<file path="src/rtl/inst_encoder.sv">
// Instruction encoder/emitter: packs symbolic requests into 32-bit words and
// writes them sequentially into IM, expanding LI into up to three words.
module inst_encoder #(
  parameter int IM_ADDR_W = 14
) (
  input  logic                 clk,
  input  logic                 rst,
  input  logic                 req_valid,
  output logic                 req_ready,
  input  logic [4:0]           req_op,
  input  logic [4:0]           req_rt,
  input  logic [4:0]           req_ra,
  input  logic [4:0]           req_rb,
  input  logic [31:0]          req_imm,
  output logic                 im_we,
  output logic [IM_ADDR_W-1:0] im_addr,
  output logic [31:0]          im_wdata,
  output logic                 err_o,
  output logic [IM_ADDR_W:0]   word_cnt
);

  typedef enum logic [1:0] {S_IDLE, S_EMIT1, S_EMIT2} state_t;

  localparam logic [5:0] OP_ALU  = 6'b100000;
  localparam logic [5:0] OP_ADDI = 6'b101000;
  localparam logic [5:0] OP_ORI  = 6'b101100;
  localparam logic [5:0] OP_XORI = 6'b101011;
  localparam logic [5:0] OP_LWI  = 6'b000010;
  localparam logic [5:0] OP_SWI  = 6'b001010;
  localparam logic [5:0] OP_MOVI = 6'b100010;
  localparam logic [5:0] OP_MEM  = 6'b011100;
  localparam logic [5:0] OP_BR   = 6'b100110;
  localparam logic [5:0] OP_BRZ  = 6'b100111;
  localparam logic [5:0] OP_J    = 6'b100100;

  localparam logic [IM_ADDR_W+1:0] CAP   = {2'b01, {IM_ADDR_W{1'b0}}};
  localparam logic [IM_ADDR_W-1:0] A_ONE = 1;

  state_t                state_q, state_d;
  logic                  we_q, we_d, err_q, err_d;
  logic [IM_ADDR_W-1:0]  addr_q, addr_d;
  logic [31:0]           wdata_q, wdata_d, w1_q, w1_d, w2_q, w2_d;
  logic [IM_ADDR_W:0]    cnt_q, cnt_d;

  logic [31:0]           w0, w1, w2;
  logic [1:0]            k;
  logic                  bad, over;
  logic [IM_ADDR_W+1:0]  need;
  logic                  fit_s14, fit_s15, fit_s16, fit_s20, fit_s24, fit_u5, fit_u15;

  // Signed N-bit fit: bits [31:N-1] all equal the sign bit.
  assign fit_s14 = (&req_imm[31:13]) | ~(|req_imm[31:13]);
  assign fit_s15 = (&req_imm[31:14]) | ~(|req_imm[31:14]);
  assign fit_s16 = (&req_imm[31:15]) | ~(|req_imm[31:15]);
  assign fit_s20 = (&req_imm[31:19]) | ~(|req_imm[31:19]);
  assign fit_s24 = (&req_imm[31:23]) | ~(|req_imm[31:23]);
  assign fit_u5  = ~(|req_imm[31:5]);
  assign fit_u15 = ~(|req_imm[31:15]);

  always_comb begin
    w0  = 32'h0;
    w1  = 32'h0;
    w2  = 32'h0;
    k   = 2'd1;
    bad = 1'b0;
    case (req_op)
      5'd0:  w0 = 32'h4000_0009;
      5'd1:  w0 = {1'b0, OP_ALU, req_rt, req_ra, req_rb, 5'b0, 5'b00000};
      5'd2:  w0 = {1'b0, OP_ALU, req_rt, req_ra, req_rb, 5'b0, 5'b00001};
      5'd3:  w0 = {1'b0, OP_ALU, req_rt, req_ra, req_rb, 5'b0, 5'b00010};
      5'd4:  w0 = {1'b0, OP_ALU, req_rt, req_ra, req_rb, 5'b0, 5'b00100};
      5'd5:  w0 = {1'b0, OP_ALU, req_rt, req_ra, req_rb, 5'b0, 5'b00011};
      5'd6:  begin w0 = {1'b0, OP_ALU, req_rt, req_ra, req_imm[4:0], 5'b0, 5'b01000}; bad = ~fit_u5; end
      5'd7:  begin w0 = {1'b0, OP_ALU, req_rt, req_ra, req_imm[4:0], 5'b0, 5'b01001}; bad = ~fit_u5; end
      5'd8:  begin w0 = {1'b0, OP_ALU, req_rt, req_ra, req_imm[4:0], 5'b0, 5'b01011}; bad = ~fit_u5; end
      5'd9:  begin w0 = {1'b0, OP_ADDI, req_rt, req_ra, req_imm[14:0]}; bad = ~fit_s15; end
      5'd10: begin w0 = {1'b0, OP_ORI,  req_rt, req_ra, req_imm[14:0]}; bad = ~fit_u15; end
      5'd11: begin w0 = {1'b0, OP_XORI, req_rt, req_ra, req_imm[14:0]}; bad = ~fit_u15; end
      5'd12: begin w0 = {1'b0, OP_MOVI, req_rt, req_imm[19:0]}; bad = ~fit_s20; end
      5'd13: begin w0 = {1'b0, OP_LWI,  req_rt, req_ra, req_imm[14:0]}; bad = ~fit_u15; end
      5'd14: begin w0 = {1'b0, OP_SWI,  req_rt, req_ra, req_imm[14:0]}; bad = ~fit_u15; end
      5'd15: w0 = {1'b0, OP_MEM, req_rt, req_ra, req_rb, 2'b00, 8'h02};
      5'd16: w0 = {1'b0, OP_MEM, req_rt, req_ra, req_rb, 2'b00, 8'h0A};
      5'd17: begin w0 = {1'b0, OP_BR, req_rt, req_ra, 1'b0, req_imm[13:0]}; bad = ~fit_s14; end
      5'd18: begin w0 = {1'b0, OP_BR, req_rt, req_ra, 1'b1, req_imm[13:0]}; bad = ~fit_s14; end
      5'd19: begin w0 = {1'b0, OP_BRZ, req_rt, 4'b0010, req_imm[15:0]}; bad = ~fit_s16; end
      5'd20: begin w0 = {1'b0, OP_BRZ, req_rt, 4'b0011, req_imm[15:0]}; bad = ~fit_s16; end
      5'd21: begin w0 = {1'b0, OP_J, 1'b0, req_imm[23:0]}; bad = ~fit_s24; end
      5'd22: begin
        if (fit_s20) begin
          w0 = {1'b0, OP_MOVI, req_rt, req_imm[19:0]};
        end else begin
          // MOVI hi20; SLLI 12; ORI lo12
          k  = 2'd3;
          w0 = {1'b0, OP_MOVI, req_rt, req_imm[31:12]};
          w1 = {1'b0, OP_ALU, req_rt, req_rt, 5'd12, 5'b0, 5'b01000};
          w2 = {1'b0, OP_ORI, req_rt, req_rt, 3'b000, req_imm[11:0]};
        end
      end
      default: bad = 1'b1;
    endcase
  end

  assign need = {1'b0, cnt_q} + {{IM_ADDR_W{1'b0}}, k};
  assign over = (need > CAP);

  always_comb begin
    state_d = state_q;
    we_d    = 1'b0;
    err_d   = 1'b0;
    addr_d  = addr_q;
    wdata_d = wdata_q;
    cnt_d   = cnt_q;
    w1_d    = w1_q;
    w2_d    = w2_q;
    case (state_q)
      S_IDLE: begin
        if (req_valid) begin
          if (bad || over) begin
            err_d = 1'b1;
          end else begin
            we_d    = 1'b1;
            addr_d  = cnt_q[IM_ADDR_W-1:0];
            wdata_d = w0;
            cnt_d   = cnt_q + {{(IM_ADDR_W-1){1'b0}}, k};
            if (k == 2'd3) begin
              state_d = S_EMIT1;
              w1_d    = w1;
              w2_d    = w2;
            end
          end
        end
      end
      S_EMIT1: begin
        we_d    = 1'b1;
        addr_d  = addr_q + A_ONE;
        wdata_d = w1_q;
        state_d = S_EMIT2;
      end
      S_EMIT2: begin
        we_d    = 1'b1;
        addr_d  = addr_q + A_ONE;
        wdata_d = w2_q;
        state_d = S_IDLE;
      end
      default: state_d = S_IDLE;
    endcase
  end

  always_ff @(posedge clk) begin
    if (rst) begin
      state_q <= S_IDLE;
      we_q    <= 1'b0;
      err_q   <= 1'b0;
      addr_q  <= '0;
      wdata_q <= '0;
      cnt_q   <= '0;
      w1_q    <= '0;
      w2_q    <= '0;
    end else begin
      state_q <= state_d;
      we_q    <= we_d;
      err_q   <= err_d;
      addr_q  <= addr_d;
      wdata_q <= wdata_d;
      cnt_q   <= cnt_d;
      w1_q    <= w1_d;
      w2_q    <= w2_d;
    end
  end

  assign req_ready = (state_q == S_IDLE);
  assign im_we     = we_q;
  assign im_addr   = addr_q;
  assign im_wdata  = wdata_q;
  assign err_o     = err_q;
  assign word_cnt  = cnt_q;

endmodule
</file>
<file path="config.mk">
export PLATFORM = sky130hd
export DESIGN_NAME = inst_encoder
export DESIGN_NICKNAME = d
export VERILOG_FILES = /design/src/rtl/inst_encoder.sv
export SDC_FILE = /design/constraint.sdc
export NUM_CORES = 1
export LEC_CHECK = 0
export CELL_PAD_IN_SITES_DETAIL_PLACEMENT = 0
export CELL_PAD_IN_SITES_GLOBAL_PLACEMENT = 2
export CORE_MARGIN = 2
export CORE_UTILIZATION = 27
export CTS_BUF_LIST = sky130_fd_sc_hd__clkbuf_16
export DETAILED_ROUTE_END_ITERATION = 16
export PLACE_DENSITY = 0.78
export SLEW_MARGIN = 20
export SYNTH_ARGS = -nofsm -noshare
export SYNTH_HDL_FRONTEND = slang
export SYNTH_SLANG_ARGS = --single-unit
</file>
<file path="constraint.sdc">
create_clock -name clk -period 4.6 [get_ports clk]
set_input_delay 0.92 -clock clk [delete_from_list [all_inputs] [get_ports clk]]
set_output_delay 0.92 -clock clk [all_outputs]
set_load 0.02 [all_outputs]
</file>
After elaboration in Yosys (flattened, before gate mapping) --
Cells that the tools add are included.
Storage, ports and cells: register bits 129, input bits 55, output and inout bits 64, word-level logic and storage cells 109
Operators by class: eq/ne operators 28, reductions and logical operators 28, $lt $le $gt $ge 1, mux-type cells 23, $add $sub $neg 3, bitwise operators 18
Operator list (number):
- case mux 31 bit (23 select lines) | 1
- 2-to-1 mux 31 bit | 4
- case mux 32 bit (3 select lines) | 1
- 2-to-1 mux 32 bit | 2
- == test 5 x 4 -> 1 bit, second input constant | 8
- == test 5 bit, second input constant | 7
- 2-to-1 mux 14 bit | 2
- case mux 14 bit (2 select lines) | 1
- OR reduction 27 bit | 1
- == test 5 x 3 -> 1 bit, second input constant | 4
- 2-to-1 mux 20 bit | 1
- AND reduction 19 bit | 1
- OR reduction 19 bit | 1
- AND reduction 18 bit | 1
- OR reduction 18 bit | 1
- OR reduction 9 bit | 2
- AND reduction 17 bit | 1
- OR reduction 17 bit | 1
- adder 15 x 2 -> 16 bit | 1
- greater-than comparator 16 x 15 -> 1 bit, second input constant | 1
- adder 15 x 2 -> 15 bit | 1
- adder 14 x 1 -> 14 bit, second input constant | 1
- NOT 1 bit | 13
- AND reduction 13 bit | 1
- 24 further kinds | 43

Depth between registers and ports, before layout --
Gate-level depths: netlist (run 1).
depth after elaboration 11, depth in mapped cells 16, gate-level depth less buffers 11

Worst setup path after synthesis (run 1) --
No wires, ideal clock.
path type input to register, start point in req_imm[24], end point reg cnt_q[2] (netlist: word_cnt[2]), arrival 4.533 ns, cell stages on the path 15, required time 4.479 ns, setup time 0.121 ns, path slack -0.053 ns, buffers on the path 4, path through or4_1 > or4_1 > buf_2 > buf_2 > nand3_1 > xnor2_1 > ha_1 > a31oi_2 > nor4b_1 > o221ai_1 > o31a_1 > buf_6 > buf_2 > nor4_1 > mux2_2
Between the ends: cells in the longest elaborated chain, start to end 10, elaborated cells on any way between the ends 35, classes of those cells add/sub (2); order compare (1); mux (3); bitwise (16); reduce/logical (13)
Ends and longest elaborated chain:
- start, declared | RTL line 14 | input logic [31:0] req_imm,
- OR reduction 13 bit | RTL line 55 | assign fit_s20 = (&req_imm[31:19]) | ~(|req_imm[31:19]);
- NOT 1 bit | RTL line 55
- bitwise OR 1 bit | RTL line 55
- 2-to-1 mux 2 bit | RTL line 90 | if (fit_s20) begin
- 2-to-1 mux 2 bit | RTL line 66 | case (req_op)
- adder 15 x 2 -> 16 bit | RTL line 104 | assign need = {1'b0, cnt_q} + {{IM_ADDR_W{1'b0}}, k};
- greater-than comparator 16 x 15 -> 1 bit | RTL line 105 | assign over = (need > CAP);
- logical OR 1 bit | RTL line 119 | if (bad || over) begin
- NOT 1 bit (no line)
- AND reduction 3 bit (no line)
- end signal, assigned | RTL line 166 | cnt_q <= cnt_d;
- end, declared | RTL line 43 | logic [IM_ADDR_W:0] cnt_q, cnt_d;
Several ways; a longest one is shown, not always the timed one. A chain may end at the register's enable or synchronous reset.

Worst setup path in the final report (run 1) --
start point in req_imm[26], end point reg cnt_q[7] (netlist: word_cnt[7])
The elaborated chain is that of the path after synthesis.

==> results of run 1 <==
## worst max-delay path by stage
stage / endpoint / slack [ns] / cells past startpoint
2_1_floorplan: word_cnt[2]$_SDFFE_PP0P_ / 0.01 / 15
3_3_place_gp: im_wdata[3]$_SDFFE_PP0P_ / -0.22 / 13
3_5_place_dp: word_cnt[7]$_SDFFE_PP0P_ / -0.29 / 13
4_1_cts: word_cnt[7]$_SDFFE_PP0P_ / 0.09 / 13
5_1_grt: word_cnt[6]$_SDFFE_PP0P_ / 0.04 / 13
6_report: word_cnt[7]$_SDFFE_PP0P_ / 0.17 / 13
## state kept, by name (all words and copies together) (netlist names)
signal	cells
im_addr	14
im_we	1
im_wdata	31
w2_q	18
err_o	1
state_q	2
word_cnt	15
## cell type report
cell class	count	area, sq um	share of cell area (%)
clock buffers	9	225	2.68
well taps	285	357	4.24
inverters	15	56.3	0.669
flip-flops and latches	82	1640	19.5
repair buffers	198	1880	22.3
clock inverters	7	83.8	0.996
multi-input cells	630	4170	49.6
## critical path, cell delays in order
cell and delay [ns]:
clkdlybuf4s50_1 0.47, or4_1 0.52, or4_4 0.56, nand3_2 0.11, xnor2_1 0.07, ha_2 0.22
a31o_1 0.22, a311oi_2 0.26, o221ai_1 0.19, o31a_1 0.34, buf_12 0.17, nor4_1 0.27
mux2_2 0.37
## power by group
part | internal (mW) | switching [mW] | total [mW]
Combinational | 0.229 | 0.261 | 0.490
Clock | 0.433 | 0.356 | 0.789
Sequential | 0.742 | 0.0229 | 0.765
Total | 1.40 | 0.640 | 2.04
## layer usage
layer  routed length [um]  GRT usage, %  up-vias
met1                11700          29.3     3274
met2                10600          28.5      184
li1                     -             -     3302
met3                 1210          3.73       20
met5                    0             0        -
met4                  386          4.63        0
## synth_stat cells (12+ instances only)
cell type   n  area, sq um
nor4_1     12         75.1
dfxtp_1    82         1640
nor3_1     27          135
clkbuf_1   56          210
a211oi_1   31          233
nand2_1    63          236
nand4_1    19          119
nor2b_1    19          119
mux2_2     15          169
o21ai_0    23          115
nand3_1    21          105
nor2_1     71          267
inv_1      13         48.8
a21oi_1    50          250
a31oi_1    39          244
mux2i_1    22          220
buf_2      14         70.1
a22oi_1    20          150
nand2b_1   38          238
## cells by family after synthesis
group | share of synthesized area, %
mux | 6.87
simple gates | 27.2
fa+ha+maj | 1.42
other cells | 0.0609
compound gates | 29.7
xor+xnor | 1.14
buf+inv | 6.95
flops | 26.7
## timing repair
action	in CTS	in global routing
endpoints found under the setup margin	0	55
gates resized for setup	0	8
buffers inserted	0	2
endpoints found under the hold margin	0	0
==> qor.csv, run 1 <==
metric,value,unit
die_area,24000,sq um
fin_cells,1226,
io_buffers,117,
die_y,155,um
diodes,0,
maxSlewViolCount,0,
fp-row-count,55,
yosysSeqAreaShare,26.7,%
synth_area,6150,sq um
nFillCells,2329,
dpl_cell_area,8050,sq um
drt_iter0_drc,692,
period_needed,4.43,ns
h-tree-depth,3,
core,22500,sq um
final_common_cell,clkdlybuf4s50_1,
setup_viol,0,
grt_overflow,0,
fmax,226,MHz
synth_seq_cells,82,
power,2.04,mW
postLayoutSetupSlackWorst,0.168,ns
whs_path_depth,2,
fin_area,8420,sq um
vias,6780,
clk-insertion-delay-late,0.36,ns
end_kind,register,
drv_cap,0,
initial_core_util,27.3,%
routed_wirelength,23.9,mm
gp_congestion,0.868,
synth_nets,870,
synth_ff_type,dfxtp_1,
antenna_found_initial,0,
cp.required,4.85,ns
root_buffer,clkbuf_16,
maxSlewHeadroom,36.6,%
powerDensity,243,nW/um^2
dp.cells,1208,
r2r-start,word_cnt[5]$_SDFFE_PP0P_,
hpwlAfterDp,17.6,mm
finalNetCount,998,
drt_pass1_iterations,5,
syn_to_final_growth,36.8,%
layout_worst_path_cycle_share,96.4,%
cts_tree,done,
cts.clk_slew.worst_paths,0.07,ns
tightest_slew,0.950,ns
whs_endpoint,w2_q[2]$_SDFFE_PP0P_,
wire_per_inst,19.5,um
cp_max_fo,18,
drtAntennaViolNets,0,
hp-class,reg -> reg,
syn_inst,808,
layout_common_cells,"clkdlybuf4s50_1 (116), dfxtp_1 (82), buf_4 (73)",
synth-edff-count,0,
cts_buffers,9,
grt_max_degree,71,
async_reset_ff_share,0,%
track_usage,19.5,%
design.portCount,119,
yosys_warnings,0,
cts.path.max_buffers,2,
r2r_end,im_wdata[20]$_SDFFE_PP0P_,
vdd_ir_drop_max,0.000130,V
hold_viol,0,
critPathLaunch,req_imm[26],
hp-start,w2_q[2]$_SDFFE_PP0P_,
p_leak,2.91,nW
drc,0,
grt_pass1_vias,6302,
r2r_slack,1.22,ns
outcome,"complete, no violations",
grt_setup_unrepaired,no,
ctsHoldBuffers,0,
clock_sinks,82,
grt_pass1_wl,37.2,mm
finalSetupTns,0,ns
avgSynthCellArea,7.62,sq um
drive_above_1_share,15.2,%
rr_worst_depth,11,
utilization,37.4,%
crit_arrival,4.69,ns
setup.worst_path.start_class,input port,
dp_slack,-0.289,ns
yosysUniqueCellTypes,80,
clock_skew,0.00872,ns
die_w,155,um
hold_slack,0.479,ns
critPathKind,in -> reg,
routed_via_density,5.53,
(Power assumes the default switching activity.)
==> run 2: changes to the inputs <==
--- a/config.mk
+++ b/config.mk
@@ -11,6 +11,7 @@
 export CORE_UTILIZATION = 27
 export CTS_BUF_LIST = sky130_fd_sc_hd__clkbuf_16
 export DETAILED_ROUTE_END_ITERATION = 16
+export GPL_TIMING_DRIVEN = 0
 export PLACE_DENSITY = 0.78
 export SLEW_MARGIN = 20
 export SYNTH_ARGS = -nofsm -noshare
==> qor.csv, run 2 (same netlist as run 1, synthesis figures left out) <==
metric,value,unit,change
fmax,223,MHz,-1.3%
hpwlAfterDp,20.0,mm,+14%
gp_congestion,0.894,,+3.0%
final_common_cell,clkdlybuf4s50_1,,
crit_chain,"clkdlybuf4s15_1, or4_4, or4_4, buf_6, buf_6, nand3_4, xnor2_1, ha_2, a31o_4, a311oi_4, o221ai_2, o31a_1, buf_6, buf_12, nor4_4, mux2_4",,
cts.path.max_buffers,2,,unchanged
vias,6992,,+3.1%
hold_viol,0,,unchanged
maxSlewViolCount,0,,unchanged
die_w,155,um,unchanged
finalNetCount,1012,,+1.4%
maxSlewHeadroom,26.0,%,-11 points
cts_buffers,9,,unchanged
io_buffers,115,,-1.7%
largest_reg_flops,31,,unchanged
cts_tree,done,,
layout_worst_path_cycle_share,97.6,%,+1.3 points
initial_core_util,27.3,%,unchanged
grt_pass1_wl,40.4,mm,+8.4%
hp-class,reg -> reg,,
clk-insertion-delay-late,0.35,ns,about the same
clock_sinks,82,,unchanged
tightest_slew,1.09,ns,+0.145 ns
grt_setup_unrepaired,no,,
grt_overflow,0,,unchanged
cp.required,4.84,ns,about the same
crit_arrival,4.74,ns,+0.05 ns
end_kind,register,,
fin_area,8480,sq um,+0.79%
finalSetupTns,0,ns,unchanged
ctsHoldBuffers,0,,unchanged
grt_pass1_vias,6546,,+3.9%
clock_skew,0.0102,ns,+0.00144 ns
period_needed,4.49,ns,+0.0587 ns
p_leak,2.83,nW,-2.5%
setup.worst_path.start_class,input port,,
drc,0,,unchanged
h-tree-depth,3,,unchanged
antenna_found_initial,0,,unchanged
track_usage,21.9,%,+2.4 points
syn_to_final_growth,37.9,%,
setup_viol,0,,unchanged
powerDensity,247,nW/um^2,+1.6%
root_buffer,clkbuf_16,,
routed_wirelength,26.8,mm,+12%
drt_iter0_drc,701,,+1.3%
drt_pass1_iterations,5,,unchanged
drtAntennaViolNets,0,,unchanged
dpl_cell_area,7680,sq um,-4.5%
wire_per_inst,21.6,um,+11%
grt_max_degree,17,,-76%
core,22500,sq um,unchanged
die_area,24000,sq um,unchanged
cts.clk_slew.worst_paths,0.07,ns,about the same
drv_cap,0,,unchanged
fp-row-count,55,,unchanged
drive_above_1_share,12.5,%,-2.7 points
crit_top_cell,buf_6,,
vdd_ir_drop_max,0.000126,V,-3.2%
max_stage_delay,0.56,ns,about the same
die_y,155,um,unchanged
critPathKind,in -> reg,,
outcome,"complete, no violations",,
cp_max_fo,10,,-8
nFillCells,2363,,+1.5%
design.portCount,119,,unchanged
layout_common_cells,"clkdlybuf4s50_1 (102), dfxtp_1 (82), nor2_1 (71)",,
worst-path-buf-inv,5,,+3
worst_path_max_delay_cell,or4_4,,
routed_via_density,5.64,,+2.0%
cp_top_family,simple AND/OR/NAND/NOR gates,,
diodes,0,,unchanged
power,2.09,mW,+2.4%
## run 2: cell count changes in the layout (fill, tap and decap cells not counted), moves of 5 or more
cell and delta:
dlygate4sd2_1 +7, buf_6 +10, clkdlybuf4s50_1 -14, buf_2 +5, clkbuf_1 +53, a211oi_1 -5, buf_1 +5, a211oi_2 +5
buf_4 -59
## run 2: layer usage
metal / GRT usage [%] / share of wire (%) / vias to the layer above
li1: - / - / 3340
met3: 2.95 / 5.3 / 13
met2: 33.4 / 45 / 237
met1: 32.8 / 48 / 3402
met4: 4.54 / 0.87 / 0
met5: 0 / 0 / -
## run 2: final timing paths
check / from / end / slack (ns) / cells past startpoint
max reg2reg: word_cnt[5]$_SDFFE_PP0P_ / im_addr[0]$_SDFFE_PP0P_ / 0.94 / 11
min: w2_q[0]$_SDFFE_PP0P_ / w2_q[0]$_SDFFE_PP0P_ / 0.48 / 2
min reg2reg: w2_q[0]$_SDFFE_PP0P_ / w2_q[0]$_SDFFE_PP0P_ / 0.48 / 2
max: req_imm[27] / word_cnt[2]$_SDFFE_PP0P_ / 0.11 / 16
## run 2: repair_timing
item                                    CTS  global route
endpoints found under the setup margin   82            75
cloned                                    1             1
resized for setup                        51            46
setup buffers                             9             6
pin swaps                                 6            21
## run 2: where the power goes
part | switching [mW] | total [mW] | leakage [nW] | internal [mW]
registers | 0.0216 | 0.764 | 0.665 | 0.742
clock network | 0.356 | 0.844 | 0.163 | 0.489
logic | 0.283 | 0.485 | 2.00 | 0.202
## run 2: through the flow
step | hold slack, ns | instances | setup WS (ns) | util, %
2_1_floorplan | 0.448 | 808 | 0.0107 | -
3_3_place_gp | 0.459 | 1208 | -1.27 | 34.1
3_5_place_dp | 0.464 | 1208 | -1.26 | 34.1
4_1_cts | 0.478 | 1233 | 0.0174 | 36.6
5_1_grt | 0.513 | 1240 | 0.00315 | 37.7
6_report | 0.480 | 1240 | 0.109 | 37.7
## run 2: worst register-to-register path: cells and delay by family (launching register included)
kind,cells,cell delay (ns)
flops,1,0.33
simple gates,2,1.19
buf+inv,3,0.71
compound gates,6,1.33
## run 2: cell type report
class                   count  area, sq um  area share [%]
multi-input cells         630         4340            51.2
flip-flops and latches     82         1640            19.4
repair buffers            132         1290            15.3
plain buffers              80          463            5.46
well taps                 285          357            4.20
clock buffers               9          225            2.65
clock inverters             7          106            1.25
inverters                  15         56.3           0.664
